**config.mk**
```make
export PLATFORM = sky130hd
export DESIGN_NAME = assignments_load_arbiter_flat
export DESIGN_NICKNAME = d
export VERILOG_FILES = /design/src/rtl/assignments_load_arbiter_if.sv /design/src/rtl/assignments_load_arbiter.sv /design/src/flat_wrapper.sv
export SDC_FILE = /design/constraint.sdc
export NUM_CORES = 1
export LEC_CHECK = 0
export ABC_AREA = 1
export CORE_MARGIN = 2
export CORE_UTILIZATION = 49
export DETAILED_ROUTE_END_ITERATION = 6
export GPL_TIMING_DRIVEN = 0
export PLACE_DENSITY_LB_ADDON = 0.3
export SETUP_SLACK_MARGIN = 0.15
export SLEW_MARGIN = 20
export SYNTH_ARGS = -nofsm -noshare
export SYNTH_HDL_FRONTEND = slang
export SYNTH_SLANG_ARGS = --single-unit
```
**constraint.sdc**
```tcl
create_clock -name clk_in -period 4.75 [get_ports clk_in]
set_clock_uncertainty 0.2 [all_clocks]
set_input_delay 0.95 -clock clk_in [delete_from_list [all_inputs] [get_ports clk_in]]
set_output_delay 0.95 -clock clk_in [all_outputs]
set_load 0.01 [all_outputs]
```
**src/rtl/assignments_load_arbiter_if.sv**
```systemverilog
// Registry-side bus of assignments_load_arbiter: start/address/reset toward the
// clue-ROM registry and its streamed word/valid/done back.
interface assignments_load_arbiter_if;
  logic        reg_reset_out;
  logic        reg_start_out;
  logic [15:0] reg_address_out;
  logic [19:0] reg_word_in;
  logic        reg_sending_in;
  logic        reg_done_in;

  modport master (
    output reg_reset_out, reg_start_out, reg_address_out,
    input  reg_word_in, reg_sending_in, reg_done_in
  );

  modport slave (
    input  reg_reset_out, reg_start_out, reg_address_out,
    output reg_word_in, reg_sending_in, reg_done_in
  );
endinterface

```
**src/rtl/assignments_load_arbiter.sv**
```systemverilog
// assignments_load_arbiter: shares the single clue-ROM registry between NREQ
// requesters. Round-robin grant, registry clear, start with the winner's
// puzzle select, indexed word forwarding, done/error reporting with timeout.
// Optional: define ASSIGN_ARB_CHECKSUM_EN to add checksum_out (XOR of the
// words forwarded in the current load).
module assignments_load_arbiter #(
  parameter int unsigned NREQ           = 2,
  parameter int unsigned WORDS          = 20,
  parameter int unsigned TIMEOUT_CYCLES = 64
) (
  input  logic                 clk_in,
  input  logic                 reset_n_in,
  input  logic [NREQ-1:0]      req_in,
  input  logic [2*NREQ-1:0]    sel_in,
  output logic [NREQ-1:0]      grant_out,
  output logic [19:0]          word_out,
  output logic [5:0]           word_idx_out,
  output logic                 word_valid_out,
  output logic [NREQ-1:0]      load_done_out,
  output logic [NREQ-1:0]      load_err_out,
  output logic                 busy_out,
`ifdef ASSIGN_ARB_CHECKSUM_EN
  output logic [19:0]          checksum_out,
`endif
  assignments_load_arbiter_if.master reg_if
);

  localparam int unsigned   PW      = (NREQ > 1) ? $clog2(NREQ) : 1;
  localparam int unsigned   TW      = $clog2(TIMEOUT_CYCLES + 1);
  localparam logic [5:0]    WORDS_C = 6'(WORDS);
  localparam logic [TW-1:0] TLIM    = TW'(TIMEOUT_CYCLES - 1);

  typedef enum logic [2:0] {
    S_IDLE, S_CLEAR, S_START, S_STREAM, S_DONE, S_ERR
  } state_t;

  state_t         state_q, state_d;
  logic [PW-1:0]  ptr_q, ptr_d, win_q, win_d;
  logic [1:0]     sel_q, sel_d;
  logic [5:0]     wcnt_q, wcnt_d;
  logic [TW-1:0]  tcnt_q, tcnt_d;
  logic           ovf_q, ovf_d;
  logic           rst_hold_q;
  logic [19:0]    word_q, word_d;
  logic [5:0]     idx_q, idx_d;
  logic           vld_q, vld_d;
  logic [19:0]    csum_q, csum_d;

  logic           found;
  logic [PW-1:0]  pick;
  logic [1:0]     sel_pick;
  logic           beat_ok, beat_ovf;
  logic [NREQ-1:0] win_oh;
  logic [1:0]     sel_arr [NREQ];

  for (genvar g = 0; g < NREQ; g++) begin : g_sel
    assign sel_arr[g] = sel_in[2*g+1:2*g];
  end

  // Round-robin pick: first requesting index at or after the pointer, wrapping.
  always_comb begin
    int unsigned j;
    found    = 1'b0;
    pick     = '0;
    sel_pick = '0;
    j        = 0;
    for (int unsigned i = 0; i < NREQ; i++) begin
      j = (32'(ptr_q) + i) % NREQ;
      if (!found && req_in[PW'(j)]) begin
        found    = 1'b1;
        pick     = PW'(j);
        sel_pick = sel_arr[PW'(j)];
      end
    end
  end

  assign beat_ok  = (state_q == S_STREAM) && reg_if.reg_sending_in && (wcnt_q <  WORDS_C);
  assign beat_ovf = (state_q == S_STREAM) && reg_if.reg_sending_in && (wcnt_q >= WORDS_C);

  // Load sequencing: next state, winner/select latch, word and timeout counters.
  always_comb begin
    state_d = state_q;
    ptr_d   = ptr_q;
    win_d   = win_q;
    sel_d   = sel_q;
    wcnt_d  = wcnt_q;
    tcnt_d  = tcnt_q;
    ovf_d   = ovf_q;
    unique case (state_q)
      S_IDLE: begin
        if (found) begin
          win_d   = pick;
          sel_d   = sel_pick;
          ptr_d   = PW'((32'(pick) + 1) % NREQ);
          state_d = S_CLEAR;
        end
      end
      S_CLEAR: begin
        wcnt_d  = '0;
        tcnt_d  = '0;
        ovf_d   = 1'b0;
        state_d = S_START;
      end
      S_START: begin
        if (tcnt_q != TLIM) tcnt_d = tcnt_q + 1'b1;
        state_d = S_STREAM;
      end
      S_STREAM: begin
        if (tcnt_q != TLIM) tcnt_d = tcnt_q + 1'b1;
        if (beat_ok)  wcnt_d = wcnt_q + 6'd1;
        if (beat_ovf) ovf_d  = 1'b1;
        // A beat landing in the done cycle is counted before judging the load.
        if (reg_if.reg_done_in)
          state_d = ((wcnt_d == WORDS_C) && !ovf_d) ? S_DONE : S_ERR;
        else if (tcnt_q == TLIM)
          state_d = S_ERR;
      end
      S_DONE, S_ERR: state_d = S_IDLE;
      default:       state_d = S_IDLE;
    endcase
  end

  // Forwarded-word pipeline stage and running checksum.
  always_comb begin
    word_d = word_q;
    idx_d  = idx_q;
    vld_d  = beat_ok;
    csum_d = csum_q;
    if (beat_ok) begin
      word_d = reg_if.reg_word_in;
      idx_d  = wcnt_q;
      csum_d = csum_q ^ reg_if.reg_word_in;
    end
    if (state_q == S_CLEAR) csum_d = '0;
  end

  // State and datapath registers; registry reset is held through async reset.
  always_ff @(posedge clk_in or negedge reset_n_in) begin
    if (!reset_n_in) begin
      state_q    <= S_IDLE;
      ptr_q      <= '0;
      win_q      <= '0;
      sel_q      <= '0;
      wcnt_q     <= '0;
      tcnt_q     <= '0;
      ovf_q      <= 1'b0;
      rst_hold_q <= 1'b1;
      word_q     <= '0;
      idx_q      <= '0;
      vld_q      <= 1'b0;
      csum_q     <= '0;
    end else begin
      state_q    <= state_d;
      ptr_q      <= ptr_d;
      win_q      <= win_d;
      sel_q      <= sel_d;
      wcnt_q     <= wcnt_d;
      tcnt_q     <= tcnt_d;
      ovf_q      <= ovf_d;
      rst_hold_q <= 1'b0;
      word_q     <= word_d;
      idx_q      <= idx_d;
      vld_q      <= vld_d;
      csum_q     <= csum_d;
    end
  end

  // Output decode from the registered state.
  always_comb begin
    win_oh                 = NREQ'(1) << win_q;
    grant_out              = '0;
    load_done_out          = '0;
    load_err_out           = '0;
    reg_if.reg_start_out   = 1'b0;
    reg_if.reg_address_out = '0;
    reg_if.reg_reset_out   = rst_hold_q;
    busy_out               = (state_q != S_IDLE);
    word_out               = word_q;
    word_idx_out           = idx_q;
    word_valid_out         = vld_q;
    unique case (state_q)
      S_CLEAR: begin
        grant_out            = win_oh;
        reg_if.reg_reset_out = 1'b1;
      end
      S_START: begin
        grant_out              = win_oh;
        reg_if.reg_start_out   = 1'b1;
        reg_if.reg_address_out = {sel_q, 14'b0};
      end
      S_STREAM: begin
        grant_out              = win_oh;
        reg_if.reg_address_out = {sel_q, 14'b0};
      end
      S_DONE: begin
        load_done_out        = win_oh;
        reg_if.reg_reset_out = 1'b1;
      end
      S_ERR: begin
        load_err_out         = win_oh;
        reg_if.reg_reset_out = 1'b1;
      end
      default: ;
    endcase
  end

`ifdef ASSIGN_ARB_CHECKSUM_EN
  assign checksum_out = csum_q;
`endif

endmodule

```
**src/flat_wrapper.sv**
```systemverilog
// flat-port wrapper written by rule: the top's interface ports become plain ports
module assignments_load_arbiter_flat 
#(
  parameter int unsigned NREQ           = 2,
  parameter int unsigned WORDS          = 20,
  parameter int unsigned TIMEOUT_CYCLES = 64
)
  (clk_in, reset_n_in, req_in, sel_in, grant_out, word_out, word_idx_out, word_valid_out, load_done_out, load_err_out, busy_out, reg_if_reg_reset_out, reg_if_reg_start_out, reg_if_reg_address_out, reg_if_reg_word_in, reg_if_reg_sending_in, reg_if_reg_done_in);
  input  logic clk_in;
  input  logic reset_n_in;
  input  logic [NREQ-1:0] req_in;
  input  logic [2*NREQ-1:0] sel_in;
  output logic [NREQ-1:0] grant_out;
  output logic [19:0] word_out;
  output logic [5:0] word_idx_out;
  output logic word_valid_out;
  output logic [NREQ-1:0] load_done_out;
  output logic [NREQ-1:0] load_err_out;
  output logic busy_out;
  output wire logic [$bits(reg_if_i.reg_reset_out)-1:0] reg_if_reg_reset_out;
  output wire logic [$bits(reg_if_i.reg_start_out)-1:0] reg_if_reg_start_out;
  output wire logic [$bits(reg_if_i.reg_address_out)-1:0] reg_if_reg_address_out;
  input wire logic [$bits(reg_if_i.reg_word_in)-1:0] reg_if_reg_word_in;
  input wire logic [$bits(reg_if_i.reg_sending_in)-1:0] reg_if_reg_sending_in;
  input wire logic [$bits(reg_if_i.reg_done_in)-1:0] reg_if_reg_done_in;
  assignments_load_arbiter_if reg_if_i ();
  assign reg_if_reg_reset_out = reg_if_i.reg_reset_out;
  assign reg_if_reg_start_out = reg_if_i.reg_start_out;
  assign reg_if_reg_address_out = reg_if_i.reg_address_out;
  assign reg_if_i.reg_word_in = reg_if_reg_word_in;
  assign reg_if_i.reg_sending_in = reg_if_reg_sending_in;
  assign reg_if_i.reg_done_in = reg_if_reg_done_in;
  assignments_load_arbiter #(.NREQ(NREQ), .WORDS(WORDS), .TIMEOUT_CYCLES(TIMEOUT_CYCLES)) u_core (.clk_in(clk_in), .reset_n_in(reset_n_in), .req_in(req_in), .sel_in(sel_in), .grant_out(grant_out), .word_out(word_out), .word_idx_out(word_idx_out), .word_valid_out(word_valid_out), .load_done_out(load_done_out), .load_err_out(load_err_out), .busy_out(busy_out), .reg_if(reg_if_i));
endmodule
```
After elaboration in Yosys (flattened, before gate mapping)
Index checks and enable logic that the tools add are counted.
{"block": "classes", "n_shift": 1, "eq_ne": 11, "n_bitwise": 2, "add_sub_neg": 4, "n_lt_le_gt_ge": 6, "reduce_logical": 17, "muxes": 35}
{"op": "$mux W2", "n": 11}
{"op": "$mux W16", "n": 1}
{"op": "$pmux W7 S2", "n": 1}
{"op": "$mux W1", "n": 13}
{"op": "$mux W6", "n": 2}
{"op": "$pmux W3 S4", "n": 1}
{"op": "$pmux W6 S2", "n": 1}
{"op": "$mux W3", "n": 3}
{"op": "$add A7 B1 Y7 const B", "n": 1}
{"op": "$eq A7 B6 Y1 const B", "n": 1}
{"op": "$mux W7", "n": 1}
{"op": "$ne A7 B6 Y1 const B", "n": 1}
{"op": "$add A6 B1 Y6 const B", "n": 1}
{"op": "$eq A3 B2 Y1 const B", "n": 2}
{"op": "$eq A3 B3 Y1 const B", "n": 2}
{"op": "$eq A6 B5 Y1 const B", "n": 1}
{"op": "$ge A6 B5 Y1 const B", "n": 1}
{"op": "$lt A6 B5 Y1 const B", "n": 1}
{"op": "$reduce_and A2 Y1", "n": 3}
{"op": "$reduce_or A3 Y1", "n": 2}
{"op": "$logic_and A1 B1 Y1", "n": 5}
{"op": "$ge A2 B2 Y1 const B", "n": 2}
{"op": "$lt A1 B2 Y1 const B", "n": 2}
{"op": "$ne A2 B1 Y1 const B", "n": 2}
{"op": "11 further kinds", "n": 15}
{"block": "word_totals", "input_bits": 30, "ff_bits": 49, "elab_cells": 87, "out_inout_bits": 52}

Longest topological paths before layout
{"block": "logic_depth", "word_depth": 10, "depth_mapped": 11, "ltp_nobuf": 11}

Worst setup path before layout
Ideal clock, no wire load.
{"block": "synth_timing", "path_kind": "register -> output", "startpoint": "reg u_core.state_q[0]", "endpoint": "out load_done_out[0]", "n_path_buf": 1, "path_slack_ps": 2673, "required_time_ps": 3600, "arrival_ps": 927, "path_stages_with_launch": 5, "cell_sequence": "dfrtp_1 > buf_2 > nor2_1 > nand2_1 > nor2_1"}
{"block": "synth_via", "elab_chain_cells": 2}
{"element": "start, declared", "line": "assignments_load_arbiter.sv:37", "rtl": "state_t state_q, state_d;"}
{"element": "start signal, assigned", "line": "assignments_load_arbiter.sv:153", "rtl": "state_q <= state_d;"}
{"element": "$eq A3 B3 Y1", "line": "assignments_load_arbiter.sv:181", "rtl": "unique case (state_q)"}
{"element": "$mux W2", "line": "assignments_load_arbiter.sv:181"}
{"element": "end, declared", "line": "flat_wrapper.sv:17", "rtl": "output logic [NREQ-1:0] load_done_out;"}
No other way between the ends.

Worst setup path in the final report
{"block": "layout_timing", "startpoint": "reg u_core.state_q[0]", "endpoint": "out load_err_out[0]"}
{"block": "layout_via", "elab_chain_cells": 2}
{"element": "$eq A3 B3 Y1", "line": "assignments_load_arbiter.sv:181"}
{"element": "$mux W2", "line": "assignments_load_arbiter.sv:181"}
{"element": "end, declared", "line": "flat_wrapper.sv:18", "rtl": "output logic [NREQ-1:0] load_err_out;"}
No other way between the ends.

==> results.yml <==
run_status:
  status: "complete, no violations"
pwr:
  leakagePower_nw: 1.66
  pwr-share-comb: 0.477
  peakVddDrop_mv: 0.313
  p_sw_frac: 0.370
  seqPwrFrac: 0.357
  power_frac_clock: 0.166
  p_switching_mw: 0.680
  internal_power_mw: 1.16
  power.density_mw_per_mm2: 548
synth:
  syn_inst: 297
  synth_edf_count: 0
  synth-seq-area-share: 0.510
  syn-mean-instance-area_sq_um: 8.10
  synthFlopType: "dfrtp_1"
  yosysWarnings: 0
  synth-async-reset-ratio: 1.00
  ys_ff_latch: 49
  syn_area_sq_mm: 0.00240
  synth_cell_types: 31
timing:
  rsz0062_at_grt: "false"
  fin_ws_ns: 1.71
  drv_slew: 0
  finalHoldViolCount: 0
  max_freq_ghz: 0.329
  finalCritPeriodShare: 0.640
  slew_headroom: 0.661
  fin_crit_ns: 3.04
  fin_setup_tns_ns: 0
  setup_viol: 0
  worstMarginPinSlew_ns: 0.508
floorplan:
  dieArea_sq_mm: 0.00548
  dieHeight_microns: 74.1
  die_w_microns: 74.1
  num_rows: 25
  design.core.area_sq_mm: 0.00472
  io_pins: 82
  start_util: 0.509
critical_path:
  worstSetupPathType: "reg -> out"
  crit_required_ns: 3.60
  startpoint_type: "flop"
  r2r_slack_ns: 2.81
  end_kind: "primary output"
  critPathMaxStageDelay_ns: 0.55
  crit_buf_inv: 3
  r2r_end: "u_core.tcnt_q[3]$_DFFE_PN0P_"
  cp.depth: 6
  worst-r2r-cell-count: 9
  crit_path_top_delay_cell: "clkdlybuf4s50_1"
  timing.critical_path.mode_cell: "nor2_1"
  r2r_start: "u_core.tcnt_q[0]$_DFFE_PN0P_"
  critPathMaxFanout: 8
  worstPathArrival_ns: 1.89
  crit_chain: "buf_2, inv_1, nor2_1, nand2_1, nor2_1, clkdlybuf4s50_1"
  critPathTopFamily: "buffers and inverters"
clock_network:
  cts_setup_buffers: 0
  postCtsHoldBufs: 0
  cts_resized: 0
  numCtsBuffers: 5
  clk_latency_ns: 0.30
  path_clk_slew_ns: 0.09
  ctsRootBufferMaster: "clkbuf_8"
  cts_buffer_depth: 2
  cts_tree: "yes"
  clock-sinks: 49
  cts_max_level: 2
layout:
  finalCoreUtilization: 0.709
  antenna_cells: 0
  nets: 419
  fillers: 381
  layout-drive-gt1-share: 0.114
  finalNonFillerCells: 454
  syn_to_final_growth_pct: 39.2
  fin_area_sq_mm: 0.00335
route:
  m1WireLength_mm: 2.17
  drtIter0Drc: 56
  vias_per_cell: 4.64
  highest_layer: "met4"
  dr_wl_met3_microns: 340
  ant_nets: 0
  dr.pass1.iters: 4
  wl_met2_mm: 2.55
  routed_wirelength_mm: 5.12
  wl_per_cell_microns: 11.3
  drc_errors: 0
  num_vias: 2107
global_route:
  grt_usage: 0.200
  gr-total-overflow: 0
  antenna_found_initial: 0
  grt_pass1_wl_mm: 8.53
  grt_max_degree: 29
  grt_pass1_vias: 2011
placed_design:
  gp_congestion: 0.855
  postPlaceCellArea_sq_mm: 0.00323
  dp_hpwl_mm: 3.90
  dp.cells: 446
  portBuffers: 67
  dp_slack_ns: 2.06
job:
  maxCapViolCount: 0
worst_hold_path:
  worstHoldStart: "u_core.word_out[7]$_DFFE_PN0P_"
  holdPathEnd: "u_core.word_out[7]$_DFFE_PN0P_"
  worstHoldPathCells: 2
  hold_class: "reg -> reg"
## worst max-delay path by stage
stage                                         endpoint                     startpoint  slack [ns]
after floorplan                       load_done_out[0]  u_core.state_q[0]$_DFFE_PN0P_        2.67
after global placement    u_core.tcnt_q[0]$_DFFE_PN0P_                     reset_n_in        1.19
after detailed placement               load_err_out[0]  u_core.state_q[0]$_DFFE_PN0P_        2.06
after CTS                              load_err_out[0]  u_core.state_q[0]$_DFFE_PN0P_        1.71
after global routing                   load_err_out[0]  u_core.state_q[0]$_DFFE_PN0P_        1.59
final                                  load_err_out[0]  u_core.state_q[0]$_DFFE_PN0P_        1.71
## cells in the mapped netlist, types with 3 or more instances
cell / n / area [sq um]
buf_2: 5 / 25.0
xor2_1: 4 / 35.0
inv_2: 4 / 15.0
o21ai_0: 18 / 90.1
dfrtp_1: 48 / 1200
buf_4: 16 / 120
ha_1: 3 / 37.5
nand2_2: 4 / 25.0
nor3_1: 4 / 20.0
nand2_1: 102 / 383
nand3_1: 15 / 75.1
nor2_1: 22 / 82.6
inv_1: 24 / 90.1
a21oi_1: 7 / 35.0
## state kept, by name, indices dropped and copies added, names as in the netlist
register	count
u_core.ovf_q	1
u_core.ptr_q	1
u_core.rst_hold_q	1
u_core.sel_q	2
u_core.state_q	3
u_core.tcnt_q	7
u_core.wcnt_q	6
u_core.win_q	1
u_core.word_idx_out	6
u_core.word_out	20
u_core.word_valid_out	1
## through the flow
step / power (mW) / hold WS (ns)
after global routing: 1.98 / 0.308
after floorplan: 1.13 / 0.270
final: 1.84 / 0.284
after detailed placement: 1.54 / 0.264
after global placement: 1.51 / 0.260
after CTS: 1.86 / 0.288
## power groups by stage
stage	logic [mW]	registers, mW	clock network (mW)
floorplan	0.430	0.704	0
global placement	0.855	0.656	0
detailed placement	0.880	0.664	0
CTS	0.887	0.655	0.317
global route	0.977	0.675	0.326
finish	0.876	0.655	0.305
## kinds of logic after synthesis
logic type | share of synthesized area
other | 0.00156
flip-flops | 0.510
AND/OR/NAND/NOR | 0.275
AO/OA/AOI/OAI | 0.0775
adder cells (fa/ha/maj) | 0.0156
buffers and inverters | 0.106
XOR/XNOR | 0.0146
## worst reg2reg max path, cell delays in order (launching register included)
cell and delay (ns):
dfrtp_1 0.40, ha_1 0.21, nand2_1 0.09, nor3_1 0.17, nand2_1 0.10, or2_1 0.28, nand2_2 0.12, nand2_2 0.11
nand3_1 0.08, o21ai_0 0.08
## cell usage in the layout (no fill, tap or decap), types with 3 or more instances in the layout
master,instances
inv_2,4
buf_4,16
clkdlybuf4s50_1,66
xor2_1,4
inv_1,24
dfrtp_1,48
nor2_1,22
nand2_2,4
buf_2,6
conb_1,15
nand3_1,15
nor3_1,4
a21oi_1,7
clkbuf_8,6
ha_1,3
o21ai_0,18
nand2_1,102
## per-layer routing
metal | track usage | vias to the layer above
met3 | 0.0434 | 7
met1 | 0.234 | 959
li1 | - | 1078
met4 | 0.0646 | 0
met2 | 0.364 | 63
met5 | 0 | -
## final cells by class
class | instances | area, sq um | share of cell area
Clock buffer | 6 | 82.6 | 0.0247
Sequential cell | 49 | 1230 | 0.367
Clock inverter | 2 | 37.5 | 0.0112
Inverter | 29 | 109 | 0.0325
Timing Repair Buffer | 68 | 686 | 0.205
Tap cell | 67 | 83.8 | 0.0250
Multi-Input combinational cell | 212 | 976 | 0.292
Buffer | 21 | 145 | 0.0434
(Power assumes the default switching activity.)
